===== src/rtl/vhd_sd_arbiter_if.sv =====
// vhd_sd_arbiter_if: requester and hps_io virtual-disk signals shared by the two sector requesters.
interface vhd_sd_arbiter_if #(parameter int LBA_W = 32);
  logic [1:0]       req_rd, req_wr, grant, req_buff_wr, req_done, req_err;
  logic [LBA_W-1:0] req_lba0, req_lba1, sd_lba;
  logic [7:0]       req_din0, req_din1, sd_buff_dout, sd_buff_din;
  logic             sd_rd, sd_wr, sd_ack, sd_buff_wr;
  logic [8:0]       sd_buff_addr;
  modport master (
    input  req_rd, req_wr, req_lba0, req_lba1, req_din0, req_din1,
           sd_ack, sd_buff_wr, sd_buff_addr, sd_buff_dout,
    output grant, req_buff_wr, req_done, req_err, sd_rd, sd_wr, sd_lba, sd_buff_din
  );
  modport slave (
    output req_rd, req_wr, req_lba0, req_lba1, req_din0, req_din1,
           sd_ack, sd_buff_wr, sd_buff_addr, sd_buff_dout,
    input  grant, req_buff_wr, req_done, req_err, sd_rd, sd_wr, sd_lba, sd_buff_din
  );
endinterface


===== src/rtl/vhd_sd_arbiter.sv =====
// vhd_sd_arbiter: round-robin sharing of one hps_io sector channel between two requesters, with ack watchdog.
module vhd_sd_arbiter #(
  parameter int LBA_W       = 32,
  parameter int ACK_TIMEOUT = 24'hFFFFFF
) (
  input  logic clk_sys,
  input  logic reset_n,
  vhd_sd_arbiter_if.master bus
);
  localparam int WD_W = $clog2(ACK_TIMEOUT + 1);
  localparam logic [WD_W-1:0] WD_LAST = WD_W'(ACK_TIMEOUT - 1);
  typedef enum logic [2:0] {IDLE, REQ, XFER, DONE, ABORT, GAP} state_t;
  state_t           state_q;
  logic [1:0]       grant_q, done_q, err_q, pend;
  logic             sd_rd_q, sd_wr_q, rr_q, sel;
  logic [LBA_W-1:0] sd_lba_q;
  logic [WD_W-1:0]  wd_q;
  logic             unused_ok;
  assign pend = bus.req_rd | bus.req_wr;
  // rr_q holds the last requester served; on a tie the other one wins
  assign sel = &pend ? ~rr_q : pend[1];
  always_ff @(posedge clk_sys or negedge reset_n) begin
    if (!reset_n) begin
      state_q  <= IDLE;
      grant_q  <= '0;
      done_q   <= '0;
      err_q    <= '0;
      sd_rd_q  <= 1'b0;
      sd_wr_q  <= 1'b0;
      sd_lba_q <= '0;
      rr_q     <= 1'b1;
      wd_q     <= '0;
    end else begin
      case (state_q)
        IDLE: if (|pend) begin
          grant_q  <= sel ? 2'b10 : 2'b01;
          sd_lba_q <= sel ? bus.req_lba1 : bus.req_lba0;
          sd_rd_q  <= bus.req_rd[sel];
          sd_wr_q  <= bus.req_wr[sel] & ~bus.req_rd[sel];
          rr_q     <= sel;
          wd_q     <= '0;
          state_q  <= REQ;
        end
        REQ: if (bus.sd_ack) begin
          sd_rd_q <= 1'b0;
          sd_wr_q <= 1'b0;
          state_q <= XFER;
        end else if (wd_q == WD_LAST) begin
          sd_rd_q <= 1'b0;
          sd_wr_q <= 1'b0;
          err_q   <= grant_q;
          grant_q <= '0;
          state_q <= ABORT;
        end else if (wd_q != '1) begin
          wd_q <= wd_q + 1'b1;
        end
        XFER: if (!bus.sd_ack) begin
          done_q  <= grant_q;
          grant_q <= '0;
          state_q <= DONE;
        end
        DONE, ABORT: begin
          done_q  <= '0;
          err_q   <= '0;
          state_q <= GAP;
        end
        // no arbitration here, so the requester just served cannot be re-granted on its stale level
        GAP:     state_q <= IDLE;
        default: state_q <= IDLE;
      endcase
    end
  end
  assign bus.grant       = grant_q;
  assign bus.req_done    = done_q;
  assign bus.req_err     = err_q;
  assign bus.sd_rd       = sd_rd_q;
  assign bus.sd_wr       = sd_wr_q;
  assign bus.sd_lba      = sd_lba_q;
  assign bus.req_buff_wr = {2{bus.sd_buff_wr}} & grant_q;
  assign bus.sd_buff_din = grant_q[0] ? bus.req_din0 : grant_q[1] ? bus.req_din1 : 8'h00;
  assign unused_ok       = ^{bus.sd_buff_addr, bus.sd_buff_dout};
endmodule


===== src/flat_wrapper.sv =====
// flat-port wrapper written by rule: the top's interface ports become plain ports
module vhd_sd_arbiter_flat 
#(
  parameter int LBA_W       = 32,
  parameter int ACK_TIMEOUT = 24'hFFFFFF
)
  (clk_sys, reset_n, bus_req_rd, bus_req_wr, bus_req_lba0, bus_req_lba1, bus_req_din0, bus_req_din1, bus_sd_ack, bus_sd_buff_wr, bus_sd_buff_addr, bus_sd_buff_dout, bus_grant, bus_req_buff_wr, bus_req_done, bus_req_err, bus_sd_rd, bus_sd_wr, bus_sd_lba, bus_sd_buff_din);
  vhd_sd_arbiter_if #(.LBA_W(LBA_W)) bus_i ();
  input  logic clk_sys;
  input  logic reset_n;
  input wire logic [$bits(bus_i.req_rd)-1:0] bus_req_rd;
  input wire logic [$bits(bus_i.req_wr)-1:0] bus_req_wr;
  input wire logic [$bits(bus_i.req_lba0)-1:0] bus_req_lba0;
  input wire logic [$bits(bus_i.req_lba1)-1:0] bus_req_lba1;
  input wire logic [$bits(bus_i.req_din0)-1:0] bus_req_din0;
  input wire logic [$bits(bus_i.req_din1)-1:0] bus_req_din1;
  input wire logic [$bits(bus_i.sd_ack)-1:0] bus_sd_ack;
  input wire logic [$bits(bus_i.sd_buff_wr)-1:0] bus_sd_buff_wr;
  input wire logic [$bits(bus_i.sd_buff_addr)-1:0] bus_sd_buff_addr;
  input wire logic [$bits(bus_i.sd_buff_dout)-1:0] bus_sd_buff_dout;
  output wire logic [$bits(bus_i.grant)-1:0] bus_grant;
  output wire logic [$bits(bus_i.req_buff_wr)-1:0] bus_req_buff_wr;
  output wire logic [$bits(bus_i.req_done)-1:0] bus_req_done;
  output wire logic [$bits(bus_i.req_err)-1:0] bus_req_err;
  output wire logic [$bits(bus_i.sd_rd)-1:0] bus_sd_rd;
  output wire logic [$bits(bus_i.sd_wr)-1:0] bus_sd_wr;
  output wire logic [$bits(bus_i.sd_lba)-1:0] bus_sd_lba;
  output wire logic [$bits(bus_i.sd_buff_din)-1:0] bus_sd_buff_din;
  assign bus_i.req_rd = bus_req_rd;
  assign bus_i.req_wr = bus_req_wr;
  assign bus_i.req_lba0 = bus_req_lba0;
  assign bus_i.req_lba1 = bus_req_lba1;
  assign bus_i.req_din0 = bus_req_din0;
  assign bus_i.req_din1 = bus_req_din1;
  assign bus_i.sd_ack = bus_sd_ack;
  assign bus_i.sd_buff_wr = bus_sd_buff_wr;
  assign bus_i.sd_buff_addr = bus_sd_buff_addr;
  assign bus_i.sd_buff_dout = bus_sd_buff_dout;
  assign bus_grant = bus_i.grant;
  assign bus_req_buff_wr = bus_i.req_buff_wr;
  assign bus_req_done = bus_i.req_done;
  assign bus_req_err = bus_i.req_err;
  assign bus_sd_rd = bus_i.sd_rd;
  assign bus_sd_wr = bus_i.sd_wr;
  assign bus_sd_lba = bus_i.sd_lba;
  assign bus_sd_buff_din = bus_i.sd_buff_din;
  vhd_sd_arbiter #(.LBA_W(LBA_W), .ACK_TIMEOUT(ACK_TIMEOUT)) u_core (.clk_sys(clk_sys), .reset_n(reset_n), .bus(bus_i));
endmodule

===== config.mk =====
export PLATFORM = sky130hd
export DESIGN_NAME = vhd_sd_arbiter_flat
export DESIGN_NICKNAME = d
export VERILOG_FILES = /design/src/rtl/vhd_sd_arbiter_if.sv /design/src/rtl/vhd_sd_arbiter.sv /design/src/flat_wrapper.sv
export SDC_FILE = /design/constraint.sdc
export NUM_CORES = 1
export LEC_CHECK = 0
export BUFFER_PORTS_ARGS = -buffer_cell sky130_fd_sc_hd__buf_4
export CAP_MARGIN = 25
export CORE_AREA = 2 2 90 84
export CTS_BUF_LIST = sky130_fd_sc_hd__clkbuf_8
export DETAILED_ROUTE_END_ITERATION = 10
export DIE_AREA = 0 0 92 86
export PLACE_DENSITY = 0.88
export SETUP_SLACK_MARGIN = 0.5
export SLEW_MARGIN = 20
export SYNTH_ARGS = -nofsm -noshare
export SYNTH_HDL_FRONTEND = slang
export SYNTH_SLANG_ARGS = --single-unit

===== constraint.sdc =====
create_clock -name clk_sys -period 3.2 [get_ports clk_sys]
set_clock_uncertainty 0.05 [all_clocks]
set_input_delay 0.64 -clock clk_sys [delete_from_list [all_inputs] [get_ports clk_sys]]
set_output_delay 0.64 -clock clk_sys [all_outputs]
set_load 0.005 [all_outputs]

==> results of run 1 <==
worst max path at each step:
stage                                        from                     endpoint  depth (start not counted)
floorplan                           bus_req_wr[1]  u_core.wd_q[19]$_DFFE_PN0P_                          6
global placement                    bus_req_wr[1]   u_core.wd_q[6]$_DFFE_PN0P_                          5
detailed placement                  bus_req_wr[1]  u_core.wd_q[18]$_DFFE_PN0P_                          5
CTS                 u_core.state_q[1]$_DFFE_PN0P_  u_core.wd_q[17]$_DFFE_PN0P_                          6
global route        u_core.state_q[1]$_DFFE_PN0P_  u_core.wd_q[17]$_DFFE_PN0P_                          6
finish              u_core.state_q[1]$_DFFE_PN0P_  u_core.wd_q[17]$_DFFE_PN0P_                          6
worst reg2reg max path, delay by kind of cell (launching register included):
kind	cells	cell delay [ns]
flip-flops	1	0.54
AND/OR/NAND/NOR	2	0.85
buffers and inverters	1	0.31
AO/OA/AOI/OAI	3	0.70
kinds of logic (layout without fill, tap and decap cells):
kind of cell    Yosys count  in the layout  synth area share [%]
mux                      37             37                  10.3
buf+inv                  37            167                  4.27
compound gates          119            119                  20.6
fa+ha+maj                 2              2                 0.694
simple gates            125            125                  16.9
flops                    68             68                  47.2
placed cells by master, fill, tap and decap left out, types with 3 or more instances in the layout:
master / n
and2_1: 6
bufinv_16: 3
nor4_1: 6
o21ai_0: 46
nand3_1: 14
and3_1: 3
a41oi_1: 4
o22ai_1: 4
inv_1: 10
a22o_1: 11
a21oi_1: 16
mux2i_1: 37
a31oi_1: 21
nor3_1: 6
nor2_1: 11
clkbuf_8: 9
dfrtp_1: 67
nand2b_1: 3
nand2_1: 57
nand4_1: 9
buf_4: 140
final cells by class:
class | count | area (um2)
fill | 484 | 1960
multi-input combinational | 283 | 1760
sequential | 68 | 1700
timing repair buffer | 141 | 1070
clock buffer | 9 | 124
clock inverter | 7 | 124
tap | 93 | 116
inverter | 10 | 37.5
per-layer routing:
| layer | global-route usage, % | vias up |
|---|---|---|
| met1 | 30.9 | 1726 |
| met2 | 45.9 | 154 |
| met4 | 11.1 | 0 |
| met3 | 5.89 | 28 |
| met5 | 0 | - |
| li1 | - | 1663 |
flip-flops by register name, indices dropped and copies added, names as in the netlist:
register and count:
u_core.bus.grant 2, u_core.bus.req_err 2, u_core.state_q 3, u_core.bus.sd_rd 1, u_core.bus.sd_wr 1, u_core.rr_q 1, u_core.bus.sd_lba 32, u_core.bus.req_done 2
u_core.wd_q 24
through the flow:
step / std cells / instance area, um2 / setup slack [ns]
global placement: 595 / 4690 / 0.762
floorplan: 388 / 3600 / 0.985
detailed placement: 595 / 4690 / 0.648
finish: 611 / 4940 / 0.641
global route: 611 / 4940 / 0.528
CTS: 611 / 4940 / 0.689
power groups by stage:
stage	Clock (mW)	Combinational [mW]	Sequential (mW)
global placement	0	1.71	1.39
CTS	0.888	1.83	1.40
finish	0.887	1.82	1.41
detailed placement	0	1.81	1.41
global route	0.929	2.00	1.45
floorplan	0	1.01	1.35
==> results.sh, run 1 <==
export IMPL_status="finished clean"
export IMPL_critPathCaptureType="flip-flop"
export IMPL_max_clock_path_buffers=2
export IMPL_seq_area_frac_synth_pct=47.2
export IMPL_grt_pass1_vias=3482
export IMPL_clock_sinks=68
export IMPL_wl_met3_um=696
export IMPL_synth_fp_nets=495
export IMPL_rsz0062_at_grt="no"
export IMPL_path_delay_family="simple AND/OR/NAND/NOR gates"
export IMPL_num_rows=29
export IMPL_drc=0
export IMPL_synth_most_common_cell="dfrtp_1"
export IMPL_crit_arrival_ns=2.75
export IMPL_start_kind="flip-flop"
export IMPL_intPower_mw=2.54
export IMPL_antenna_cells=0
export IMPL_met1_length_um=3990
export IMPL_power_frac_seq_pct=34.2
export IMPL_cts_setup_buffers=0
export IMPL_combPwrFrac_pct=44.2
export IMPL_io_buffers=137
export IMPL_switchingPower_mw=1.58
export IMPL_viasPerCell=5.84
export IMPL_crit_chain="or3b_1 -> or2_4 -> a21oi_4 -> buf_4 -> o21ai_0 -> o21a_1"
export IMPL_antenna_found_initial=0
export IMPL_synth_seq_cells=68
export IMPL_dieArea_mm2=0.00791
export IMPL_fin_crit_sh_pct=80.0
export IMPL_crit_required_ns=3.39
export IMPL_top_layer="met4"
export IMPL_synthArstFlopShare_pct=100
export IMPL_power_leakage_nw=2.38
export IMPL_r2r_cells=6
export IMPL_drv_slew=0
export IMPL_wl_per_cell_um=17.0
export IMPL_finalCriticalPeriod_ns=2.56
export IMPL_cpMaxStageDelayCell="or3b_1"
export IMPL_cts_root_buffer="clkbuf_8"
export IMPL_cts_htree_levels=3
export IMPL_fmax_mhz=391
export IMPL_crit_buf_inv=1
export IMPL_num_io_pins=155
export IMPL_finalPower_mw=4.12
export IMPL_sw_frac_of_total_pct=38.4
export IMPL_cts_buffers=9
export IMPL_cts_tree="done"
export IMPL_die_x_um=92
export IMPL_drive_gt1_share_pct=32.2
export IMPL_path_max_fanout=18
export IMPL_reg2reg_to="u_core.wd_q[17]$_DFFE_PN0P_"
export IMPL_drt_first_pass_iters=5
export IMPL_core_mm2=0.00689
export IMPL_via_count=3571
export IMPL_start_util_pct=52.3
export IMPL_grt_pass1_wl_um=16400
export IMPL_tightest_slew_ns=0.927
export IMPL_drt_initial_drc_count=276
export IMPL_slew_headroom_pct=37.6
export IMPL_worst_r2r_setup_slack_ns=0.64
export IMPL_reg2reg_from="u_core.state_q[1]$_DFFE_PN0P_"
export IMPL_worstSkewPairLatency_ns=0.35
export IMPL_place_gp_congestion=0.874
export IMPL_overflow=0
export IMPL_final_util_pct=71.6
export IMPL_pwr_density_cell_mw_per_mm2=834
export IMPL_antenna_left=0
export IMPL_clockPowerShare_pct=21.5
export IMPL_dominantRegCellSynth="dfrtp_1"
export IMPL_clk_pin_slew_ns=0.08
export IMPL_cts_resized=0
export IMPL_wl_um=10400
export IMPL_synth_top_area_share_pct=46.5
export IMPL_hold_ws_ns=0.337
export IMPL_syn_inst=388
export IMPL_hold_viol=0
export IMPL_met2_wirelength_um=5440
export IMPL_dp_hpwl_um=7440
export IMPL_cts_hold_buffers=0
export IMPL_synth_area_per_cell_um2=9.29
export IMPL_layout_nets=620
export IMPL_fp_dieH_um=86
export IMPL_peakVddDrop_mv=0.468
export IMPL_syn_to_final_growth_pct=37.0
export IMPL_synth_cell_types=43
export IMPL_ys_warn_count=0
export IMPL_maxCapViolations=0
export IMPL_critPathMaxStageDelay_ns=0.56
export IMPL_synth_edff_count=0
export IMPL_grt_start_max_net_pins=69
export IMPL_syn_area_mm2=0.00360
export IMPL_critPathKind="reg2reg"
export IMPL_synth_area_top_cells="dfrtp_1, mux2i_1, o21ai_0"
export IMPL_yosys_area_top_type="dfrtp_1"
export IMPL_setup_viol=0
export IMPL_worstHoldPathType="in2async"
export IMPL_grt_total_usage_pct=26.1
export IMPL_synth_common_cells="dfrtp_1, nand2_1, o21ai_0"
export IMPL_finalSetupTns_ns=0
No activity file was read; power rests on OpenSTA's default activity.
==> inputs of run 2 (changes only) <==
--- a/config.mk
+++ b/config.mk
@@ -7,11 +7,11 @@
 export LEC_CHECK = 0
 export BUFFER_PORTS_ARGS = -buffer_cell sky130_fd_sc_hd__buf_4
 export CAP_MARGIN = 25
-export CORE_AREA = 2 2 90 84
+export CORE_AREA = 2 2 94 87
 export CTS_BUF_LIST = sky130_fd_sc_hd__clkbuf_8
 export DETAILED_ROUTE_END_ITERATION = 10
-export DIE_AREA = 0 0 92 86
-export PLACE_DENSITY = 0.88
+export DIE_AREA = 0 0 96 89
+export PLACE_DENSITY = 0.82
 export SETUP_SLACK_MARGIN = 0.5
 export SLEW_MARGIN = 20
 export SYNTH_ARGS = -nofsm -noshare
==> constraint.sdc (replaced) <==
create_clock -name clk_sys -period 2.7 [get_ports clk_sys]
set_clock_uncertainty 0.05 [all_clocks]
set_input_delay 0.54 -clock clk_sys [delete_from_list [all_inputs] [get_ports clk_sys]]
set_output_delay 0.54 -clock clk_sys [all_outputs]
set_load 0.005 [all_outputs]
==> results.sh, run 2 (synthesized netlist as in run 1, its figures left out) <==
export IMPL_cp_endpoint="u_core.wd_q[22]$_DFFE_PN0P_"
export IMPL_cts_tree="done"
export IMPL_place_area_mm2=0.00476
export IMPL_num_io_pins=155
export IMPL_slew_headroom_pct=42.9
export IMPL_dieArea_mm2=0.00854
export IMPL_wl_um=9470
export IMPL_power_leakage_nw=2.43
export IMPL_busiest_layer="met2"
export IMPL_grt_start_max_net_pins=75
export IMPL_finalSetupTns_ns=0
export IMPL_crit_arrival_ns=2.34
export IMPL_worstSkewPairLatency_ns=0.34
export IMPL_place_gp_congestion=0.850
export IMPL_drive_gt1_share_pct=33.5
export IMPL_start_kind="flip-flop"
export IMPL_cts_root_buffer="clkbuf_8"
export IMPL_overflow=0
export IMPL_cts_buffers=9
export IMPL_core_mm2=0.00747
export IMPL_io_buffers=137
export IMPL_fill_cells=576
export IMPL_crit_chain="or3b_1 -> or2_4 -> a21o_4 -> or4_1 -> nand3_1"
export IMPL_grt_pass1_wl_um=15100
export IMPL_antenna_found_initial=0
export IMPL_grt_total_usage_pct=22.6
export IMPL_rsz0062_at_grt="yes"
export IMPL_viasPerCell=5.55
export IMPL_start_util_pct=48.3
export IMPL_max_clock_path_buffers=2
export IMPL_mostFrequentLayoutCell="buf_4"
export IMPL_fin_crit_sh_pct=78.4
export IMPL_final_cell_mix="buf_4, dfrtp_1, nand2_1, o21ai_0, mux2i_1"
export IMPL_clock_sinks=68
export IMPL_finalInstanceArea_mm2=0.00500
export IMPL_die_x_um=96
export IMPL_crit_buf_inv=0
export IMPL_layout_nets=628
export IMPL_cpMaxStageDelayCell="or4_1"
export IMPL_largest_reg_flops=32
export IMPL_cts_htree_levels=3
export IMPL_tightest_slew_ns=0.857
export IMPL_critPathCaptureType="flip-flop"
export IMPL_path_max_fanout=16
export IMPL_fmax_mhz=472
export IMPL_setup_viol=0
export IMPL_reg2reg_from="u_core.state_q[2]$_DFFE_PN0P_"
export IMPL_clk_pin_slew_ns=0.08
export IMPL_antenna_cells=0
export IMPL_critPathKind="reg2reg"
export IMPL_drv_slew=0
export IMPL_critPathMaxStageDelay_ns=0.49
export IMPL_drt_first_pass_iters=4
export IMPL_startpoint="u_core.state_q[2]$_DFFE_PN0P_"
export IMPL_num_rows=30
export IMPL_finalCriticalPeriod_ns=2.12
export IMPL_reg2reg_to="u_core.wd_q[22]$_DFFE_PN0P_"
export IMPL_wl_per_cell_um=15.2
export IMPL_path_delay_family="simple AND/OR/NAND/NOR gates"
export IMPL_worstHoldPathType="in2async"
export IMPL_status="finished clean"
export IMPL_dp_hpwl_um=6810
export IMPL_peakVddDrop_mv=0.445
export IMPL_pwr_density_cell_mw_per_mm2=953
export IMPL_fp_dieH_um=89
export IMPL_grt_use_met3_pct=5.48
export IMPL_crit_required_ns=2.92
export IMPL_worst_r2r_setup_slack_ns=0.58
export IMPL_grt_pass1_vias=3279
export IMPL_antenna_left=0
export IMPL_r2r_cells=5
export IMPL_final_util_pct=67.0
export IMPL_grt_util_met1_pct=29.0
export IMPL_hold_viol=0
export IMPL_maxCapViolations=0
export IMPL_via_count=3450
export IMPL_drc=0
export IMPL_drt_initial_drc_count=193
export IMPL_path_depth=5
export IMPL_gr_usage_met2_pct=37.0
export IMPL_syn_to_final_growth_pct=38.8
[run 2: what timing repair did]
action | CTS | global route
hold buffers | 0 | 0
buffers inserted | 0 | 2
resized for setup | 1 | 4
cloned | 0 | 0
setup endpoints to repair | 8 | 17
[run 2: worst reg2reg max path, delay by kind of cell, from the launching register on]
kind            cells  cell delay (ns)
compound gates      1             0.27
flops               1             0.46
simple gates        4             1.28
[run 2: layout make-up]
| type | instances | area (um2) | area share, % |
|---|---|---|---|
| clock buffer | 9 | 124 | 2.48 |
| clock inverter | 7 | 85.1 | 1.70 |
| inverter | 10 | 37.5 | 0.750 |
| multi-input combinational | 283 | 1780 | 35.5 |
| sequential | 68 | 1700 | 34.0 |
| tap | 96 | 120 | 2.40 |
| timing repair buffer | 149 | 1160 | 23.1 |
[run 2: stage by stage]
step,instances,hold slack (ns),total power [mW],worst slack (ns)
after floorplan,388,0.194,2.80,0.585
final,622,0.221,4.77,0.583
after CTS,620,0.282,4.76,0.501
after global placement,604,0.413,3.75,0.359
after detailed placement,604,0.421,3.85,0.313
after global routing,622,0.336,5.15,0.471
[run 2: how the worst min path moves through the flow]
stage,slack (ns),cells after the start,to,from
floorplan,0.19,0,u_core.bus.grant[0]$_DFFE_PN0P_,reset_n
global placement,0.41,2,u_core.bus.sd_lba[15]$_DFFE_PN0P_,u_core.bus.sd_lba[15]$_DFFE_PN0P_
detailed placement,0.42,2,u_core.bus.sd_lba[22]$_DFFE_PN0P_,u_core.bus.sd_lba[22]$_DFFE_PN0P_
CTS,0.28,1,u_core.bus.sd_lba[11]$_DFFE_PN0P_,reset_n
global route,0.34,1,u_core.bus.sd_lba[3]$_DFFE_PN0P_,reset_n
finish,0.22,1,u_core.bus.sd_lba[3]$_DFFE_PN0P_,reset_n
[run 2: routing by layer]
metal  part of all wire [%]  routed length (um)
met2                     49                4620
met4                    1.6                 152
met5                      0                   0
met1                     41                3890
met3                    8.5                 804
[run 2: power by group]
group          internal (mW)  switching (mW)
logic                   1.10            1.14
clock network          0.510           0.382
registers               1.38           0.265
